--- src/rtl/alu_arbiter.sv ---
// -----------------------------------------------------------------------------
// alu_arbiter
//   Two-requester front end for a shared external combinational ALU. One
//   operation is in flight at a time: IDLE accepts a request, EXEC captures
//   the ALU outputs one cycle later, and RESP holds the response until the
//   consumer takes it. Grant is round-robin. Requester 0 wins the first
//   contended grant after reset.
//
//   Optional feature: define ALU_ARB_LOCK_EN to let an accepted request that
//   carries req_lock_i=1 give requester i priority at the next arbitration.
//
// Ports
//   clk, reset_n                   clock, synchronous active-low reset
//   req_valid_i / req_ready_i      per-requester handshake (i = 0, 1)
//   req_A_i, req_B_i, req_cntrl_i  per-requester operands and ALU control
//   req_lock_i                     lock request (ALU_ARB_LOCK_EN only)
//   alu_A, alu_B, alu_cntrl        registered drive to the external ALU
//   alu_result, alu_negative, alu_zero, alu_overflow, alu_carry_out
//                                  outputs returned by the external ALU
//   resp_valid / resp_ready        response handshake
//   resp_id                        index of the requester being answered
//   resp_result                    captured ALU result
//   resp_flags                     {negative, zero, overflow, carry_out}
// -----------------------------------------------------------------------------
module alu_arbiter #(
    parameter int WIDTH = 64
) (
    input  logic             clk,
    input  logic             reset_n,
    input  logic             req_valid_0,
    input  logic             req_valid_1,
    output logic             req_ready_0,
    output logic             req_ready_1,
    input  logic [WIDTH-1:0] req_A_0,
    input  logic [WIDTH-1:0] req_B_0,
    input  logic [WIDTH-1:0] req_A_1,
    input  logic [WIDTH-1:0] req_B_1,
    input  logic [2:0]       req_cntrl_0,
    input  logic [2:0]       req_cntrl_1,
    input  logic             req_lock_0,
    input  logic             req_lock_1,
    output logic [WIDTH-1:0] alu_A,
    output logic [WIDTH-1:0] alu_B,
    output logic [2:0]       alu_cntrl,
    input  logic [WIDTH-1:0] alu_result,
    input  logic             alu_negative,
    input  logic             alu_zero,
    input  logic             alu_overflow,
    input  logic             alu_carry_out,
    output logic             resp_valid,
    input  logic             resp_ready,
    output logic             resp_id,
    output logic [WIDTH-1:0] resp_result,
    output logic [3:0]       resp_flags
);

    typedef enum logic [1:0] {
        ST_IDLE = 2'b00,
        ST_EXEC = 2'b01,
        ST_RESP = 2'b10
    } state_t;

    state_t           r_state;
    state_t           w_state_nxt;

    logic             r_last;          // requester served most recently
    logic             r_id;            // requester of the operation in flight
    logic [WIDTH-1:0] r_a;
    logic [WIDTH-1:0] r_b;
    logic [2:0]       r_cntrl;
    logic             r_resp_valid;
    logic             r_resp_id;
    logic [WIDTH-1:0] r_resp_result;
    logic [3:0]       r_resp_flags;

    logic             w_grant_id;
    logic             w_idle;
    logic             w_accept;
    logic             w_take;
    logic [WIDTH-1:0] w_sel_a;
    logic [WIDTH-1:0] w_sel_b;
    logic [2:0]       w_sel_cntrl;
    logic             w_sel_lock;

`ifdef ALU_ARB_LOCK_EN
    logic             r_lock_pend;     // last accepted request asked for a lock
    logic             r_lock_id;       // requester that holds the lock
    logic             w_unused_lock;
    assign w_unused_lock = w_sel_lock;
`else
    // Lock inputs have no effect in the round-robin-only build.
    logic             w_unused_lock;
    assign w_unused_lock = w_sel_lock;
`endif

    // Arbitration: a sole valid requester wins; a contended grant goes to the
    // lock holder when one is pending, otherwise to the requester not served last.
    always_comb begin
        w_grant_id = 1'b0;
        if (req_valid_0 && req_valid_1) begin
`ifdef ALU_ARB_LOCK_EN
            if (r_lock_pend) begin
                w_grant_id = r_lock_id;
            end else begin
                w_grant_id = ~r_last;
            end
`else
            w_grant_id = ~r_last;
`endif
        end else if (req_valid_1) begin
            w_grant_id = 1'b1;
        end else begin
            w_grant_id = 1'b0;
        end
    end

    // Ready is gated by reset_n so nothing is offered while reset is applied.
    assign w_idle      = (r_state == ST_IDLE) && reset_n;
    assign req_ready_0 = w_idle && req_valid_0 && !w_grant_id;
    assign req_ready_1 = w_idle && req_valid_1 &&  w_grant_id;
    assign w_accept    = req_ready_0 || req_ready_1;
    assign w_take      = r_resp_valid && resp_ready;

    // Operand selection for the granted requester.
    always_comb begin
        w_sel_a     = req_A_0;
        w_sel_b     = req_B_0;
        w_sel_cntrl = req_cntrl_0;
        w_sel_lock  = req_lock_0;
        if (w_grant_id) begin
            w_sel_a     = req_A_1;
            w_sel_b     = req_B_1;
            w_sel_cntrl = req_cntrl_1;
            w_sel_lock  = req_lock_1;
        end else begin
            w_sel_a     = req_A_0;
            w_sel_b     = req_B_0;
            w_sel_cntrl = req_cntrl_0;
            w_sel_lock  = req_lock_0;
        end
    end

    // Next-state logic: EXEC lasts exactly one cycle; RESP waits for the taker.
    always_comb begin
        w_state_nxt = r_state;
        case (r_state)
            ST_IDLE: begin
                if (w_accept) begin
                    w_state_nxt = ST_EXEC;
                end else begin
                    w_state_nxt = ST_IDLE;
                end
            end
            ST_EXEC: begin
                w_state_nxt = ST_RESP;
            end
            ST_RESP: begin
                if (w_take) begin
                    w_state_nxt = ST_IDLE;
                end else begin
                    w_state_nxt = ST_RESP;
                end
            end
            default: begin
                w_state_nxt = ST_IDLE;
            end
        endcase
    end

    // State, operand and response registers.
    always_ff @(posedge clk) begin
        if (!reset_n) begin
            r_state       <= ST_IDLE;
            r_last        <= 1'b1;
            r_id          <= 1'b0;
            r_a           <= {WIDTH{1'b0}};
            r_b           <= {WIDTH{1'b0}};
            r_cntrl       <= 3'b000;
            r_resp_valid  <= 1'b0;
            r_resp_id     <= 1'b0;
            r_resp_result <= {WIDTH{1'b0}};
            r_resp_flags  <= 4'b0000;
`ifdef ALU_ARB_LOCK_EN
            r_lock_pend   <= 1'b0;
            r_lock_id     <= 1'b0;
`endif
        end else begin
            r_state <= w_state_nxt;
            if (w_accept) begin
                r_a     <= w_sel_a;
                r_b     <= w_sel_b;
                r_cntrl <= w_sel_cntrl;
                r_id    <= w_grant_id;
                r_last  <= w_grant_id;
`ifdef ALU_ARB_LOCK_EN
                // Each acceptance replaces any earlier lock.
                r_lock_pend <= w_sel_lock;
                r_lock_id   <= w_grant_id;
`endif
            end
            if (r_state == ST_EXEC) begin
                r_resp_result <= alu_result;
                r_resp_flags  <= {alu_negative, alu_zero, alu_overflow, alu_carry_out};
                r_resp_id     <= r_id;
                r_resp_valid  <= 1'b1;
            end else if (w_take) begin
                r_resp_valid  <= 1'b0;
            end
        end
    end

    assign alu_A       = r_a;
    assign alu_B       = r_b;
    assign alu_cntrl   = r_cntrl;
    assign resp_valid  = r_resp_valid;
    assign resp_id     = r_resp_id;
    assign resp_result = r_resp_result;
    assign resp_flags  = r_resp_flags;

endmodule
--- config.mk ---
export PLATFORM = sky130hd
export DESIGN_NAME = alu_arbiter
export DESIGN_NICKNAME = d
export VERILOG_FILES = /design/src/rtl/alu_arbiter.sv
export SDC_FILE = /design/constraint.sdc
export NUM_CORES = 1
export LEC_CHECK = 0
export BUFFER_PORTS_ARGS = -buffer_cell sky130_fd_sc_hd__buf_2
export CAP_MARGIN = 20
export CORE_AREA = 2 2 208 210
export CTS_BUF_LIST = sky130_fd_sc_hd__clkbuf_4
export DETAILED_ROUTE_END_ITERATION = 7
export DIE_AREA = 0 0 210 212
export GPL_ROUTABILITY_DRIVEN = 0
export PLACE_DENSITY_LB_ADDON = 0.25
export SLEW_MARGIN = 40
export SYNTH_ARGS = -nofsm -noshare
export SYNTH_HDL_FRONTEND = slang
export SYNTH_SLANG_ARGS = --single-unit
export TNS_END_PERCENT = 10
--- constraint.sdc ---
create_clock -name clk -period 2.45 [get_ports clk]
set_input_delay 0.245 -clock clk [delete_from_list [all_inputs] [get_ports clk]]
set_output_delay 0.245 -clock clk [all_outputs]
set_load 0.03 [all_outputs]
# After elaboration in Yosys (flattened, before gate mapping)
# Index checks and enable logic that the tools add are counted.
# op_classes
n_eq_ne	2
muxes	10
bitwise_logic	1
reduce_logical	11
# op_table
operator	n
$mux 64	2
$logic_and 1x1->1	7
$pmux 2 s3	1
$mux 1	5
$mux 3	1
$eq 2x1->1 const B	1
$eq 2x2->1 const B	1
$logic_not 2->1	1
$mux 2	1
$reduce_bool 2->1	1
$logic_not 1->1	1
$logic_or 1x1->1	1
$not 1->1	1
# totals
regBits	205
wordCells	34

# Depth between registers and ports, before layout
# logic_depth
depth_word	7
ltp_mapped	6

# Least setup slack after synthesis
# OpenSTA, ideal clock, no wires.
# synth_path
path_type	reg2out
startpoint	reg r_state[0]
endpoint	out req_ready_0
t_arrival_ns	1.713
required_ns	2.205
slack_ns	0.492
stages_incl_launch_ff	5
cell_sequence	dfxtp_1 -> or3b_1 -> buf_2 -> clkbuf_1 -> nor3_1
# synth_between
elab_chain_cells	4
# synth_lines
element	line	text
start: declaration	63	state_t r_state;
start signal: assignment	188	r_state <= w_state_nxt;
$logic_not 2->1	118	assign w_idle = (r_state == ST_IDLE) && reset_n;
$logic_and 1x1->1	118	
$logic_and 1x1->1 (2 in a row)	119	assign req_ready_0 = w_idle && req_valid_0 && !w_grant_id;
end: declaration	32	output logic req_ready_0,
# No other way between the ends.

# Worst setup path in the final report
# layout_path
startpoint	reg r_state[0]
endpoint	reg r_a[12], in the netlist alu_A[12]
# layout_between
elab_chain_cells	5
# layout_lines
element	line	text
$logic_not 2->1 (*)	118	
$logic_and 1x1->1 (*)	118	
$logic_and 1x1->1 (on tied branches) (2 in a row)	119, 120	
$logic_or 1x1->1 (*)	121	assign w_accept = req_ready_0 || req_ready_1;
end signal: assignment	176	r_a <= {WIDTH{1'b0}};
end signal: assignment	190	r_a <= w_sel_a;
end: declaration	68	logic [WIDTH-1:0] r_a;
# Mark *: on every way between the ends. The rest lies on a longest branch, timed or not.
# A chain may end at the register's enable or synchronous reset.

==> results.sh <==
export IMPL_rsz0062_at_grt="true"
export IMPL_port_buffers=537
export IMPL_p_sw_mw=3.59
export IMPL_min_from="req_valid_1"
export IMPL_fp_coreArea_sq_um=42500
export IMPL_die_y_microns=212
export IMPL_p_per_area_nw_per_um2=637
export IMPL_syn2layout_area_growth_pct=83.7
export IMPL_cts_root_buf="clkbuf_4"
export IMPL_tns_ns=0
export IMPL_clk_pin_slew_ns=0.07
export IMPL_pwr_share_comb_pct=31.7
export IMPL_grt_pass1_wl_microns=62000
export IMPL_skew_ns=0.0203
export IMPL_hp_class="in -> reg"
export IMPL_slew_headroom_pct=53.9
export IMPL_nets=2123
export IMPL_avgSynthCellArea_sq_um=9.33
export IMPL_grt_antenna_before_repair=6
export IMPL_yosysTopAreaCellShare_pct=46.9
export IMPL_hold_viol_final=0
export IMPL_num_rows=76
export IMPL_ir_drop_uv=359
export IMPL_grt_use_total_pct=17.5
export IMPL_ant_nets=0
export IMPL_p_int_mw=6.65
export IMPL_synthFlopType="dfxtp_1"
export IMPL_async_flop_share_pct=0
export IMPL_yosysMostFrequentCell="or3_1"
export IMPL_cts_buffers=59
export IMPL_synth_yosys_seq_area_share_pct=46.9
export IMPL_period_share_pct=98.2
export IMPL_num_vias=11000
export IMPL_io_pins=540
export IMPL_cts_tree="yes"
export IMPL_syn_cell_area_sq_um=8750
export IMPL_fp_dieArea_sq_um=44500
export IMPL_drt_initial_drc_count=639
export IMPL_htreeDepth=2
export IMPL_worstSetupPathType="reg -> reg"
export IMPL_start_kind="register"
export IMPL_setup_viol=0
export IMPL_synthTopCellsByCount="or3_1 (262), dfxtp_1 (205), nand2_1 (141), o2111a_1 (131), clkbuf_1 (85)"
export IMPL_drive_gt1_share_pct=36.6
export IMPL_crit_fanout=14
export IMPL_reg2reg_from="r_state[0]"
export IMPL_final_max_slew_viol_count=0
export IMPL_cp_startpoint="r_state[0]"
export IMPL_synthDistinctLibCells=20
export IMPL_placedCellCount=1926
export IMPL_wl_microns=40700
export IMPL_swShare_pct=35.0
export IMPL_syn_inst=938
export IMPL_grt_pass1_vias=11600
export IMPL_max_cap_violations=0
export IMPL_synth_area_leader_cell="dfxtp_1"
export IMPL_final_min_clock_period_ns=2.41
export IMPL_grt_max_degree=86
export IMPL_worstMarginPinSlew_ns=0.692
export IMPL_dp_hpwl_microns=24700
export IMPL_leakage_nw=7.10
export IMPL_synth_area_top_cells="dfxtp_1 (47%), or3_1 (19%), o2111a_1 (17%)"
export IMPL_synth_fp_nets=1275
export IMPL_drc_errors=0
export IMPL_cp_end_kind="register"
export IMPL_status="finished, final reports clean"
export IMPL_clkSinkCount=205
export IMPL_avgRoutedWirePerCell_microns=17.2
export IMPL_dieWidth_microns=210
export IMPL_dr_pass1_iters=5
export IMPL_clockBufferDepth=3
export IMPL_utilization_pct=37.8
export IMPL_pwr_share_seq_pct=38.3
export IMPL_routed_via_density=4.64
export IMPL_clkPwrFrac_pct=30.0
export IMPL_start_util_pct=20.6
export IMPL_grt_ovfl_total=0
export IMPL_ys_seq_elements=205
export IMPL_ys_warnings_count=0
export IMPL_cp_required_ns=3.08
export IMPL_synth_edff_count=0
export IMPL_arrival_ns=3.04
export IMPL_clock_latency_ns=0.76
export IMPL_clock_fmax_mhz=416
export IMPL_final_cell_count_no_fill=2368
-- power groups by stage --
stage / Combinational, mW / Sequential, mW / Clock (mW)
after floorplan: 0.954 / 4.71 / 0
after global placement: 2.66 / 3.96 / 0
after detailed placement: 2.67 / 3.98 / 0
after CTS: 3.24 / 3.91 / 3.21
after global routing: 3.47 / 3.96 / 3.41
final: 3.24 / 3.92 / 3.07
-- worst paths after layout --
kind	endpoint	slack (ns)	cells after the start
worst max register to register	alu_A[12]	0.04	6
worst max-delay path	alu_A[12]	0.04	6
worst min register to register	r_state[0]	0.45	1
worst min-delay path	r_id	0.18	5
-- layout by cell type (no fill, tap or decap), types with 3 or more instances in the layout --
master	n
clkbuf_4	84
dfxtp_1	203
clkinv_1	6
buf_2	534
buf_12	10
a21oi_1	72
o2111a_1	131
buf_4	16
nand2_1	141
dlygate4sd3_1	334
or3_1	262
diode_2	3
-- registers in the layout (all words and copies together), names as in the netlist --
| register | flops |
|---|---|
| r_id | 1 |
| resp_flags | 4 |
| alu_cntrl | 3 |
| alu_A | 64 |
| alu_B | 64 |
| resp_id | 1 |
| resp_result | 64 |
| r_state | 2 |
| resp_valid | 1 |
| r_last | 1 |
-- stage by stage --
stage | setup WS, ns | hold slack (ns) | instance area, sq um | total power [mW]
2_1_floorplan | 0.492 | 0.381 | 8750 | 5.66
3_3_place_gp | 0.396 | 0.439 | 11800 | 6.63
3_5_place_dp | 0.431 | 0.443 | 11800 | 6.65
4_1_cts | -0.0475 | 0.0503 | 16000 | 10.4
5_1_grt | -0.0606 | 0.107 | 16100 | 10.8
6_report | 0.0443 | 0.180 | 16100 | 10.2
-- critical path, stage by stage (launching register included) --
cell           delay, ns
dfxtp_4             0.36
or3b_4              0.41
buf_4               0.17
bufbuf_16           0.28
or3_1               0.36
o2111a_1            0.15
dlygate4sd3_1       0.55
-- logic make-up after synthesis --
group,count (synthesis),synth area share (%)
compound gates,204,21.1
buf+inv,112,6.26
flops,205,46.9
simple gates,417,25.8
-- metal layers --
layer	vias up	share of wire [%]	global-route usage [%]
met2	490	49	30.9
met5	-	0.032	0
met1	5159	40	19.3
met4	2	4.0	8.22
met3	117	7.5	5.36
li1	5214	-	-
-- what timing repair did --
action,in CTS,in global routing
pin swaps,4,3
hold buffers,334,0
buffers inserted,6,2
endpoints found under the hold margin,202,0
gates resized for setup,9,6
gates cloned,3,0
setup endpoints to repair,2,5
-- area by class of cell --
class / count / area [sq um]
inverters: 1 / 3.75
well taps: 546 / 683
diodes: 3 / 7.51
clock inverters: 10 / 52.6
repair buffers: 898 / 6440
clock buffers: 84 / 631
fillers: 4289 / 26400
multi-input cells: 621 / 4140
flip-flops and latches: 205 / 4110
Note: power is estimated with default switching activity, not from simulation.
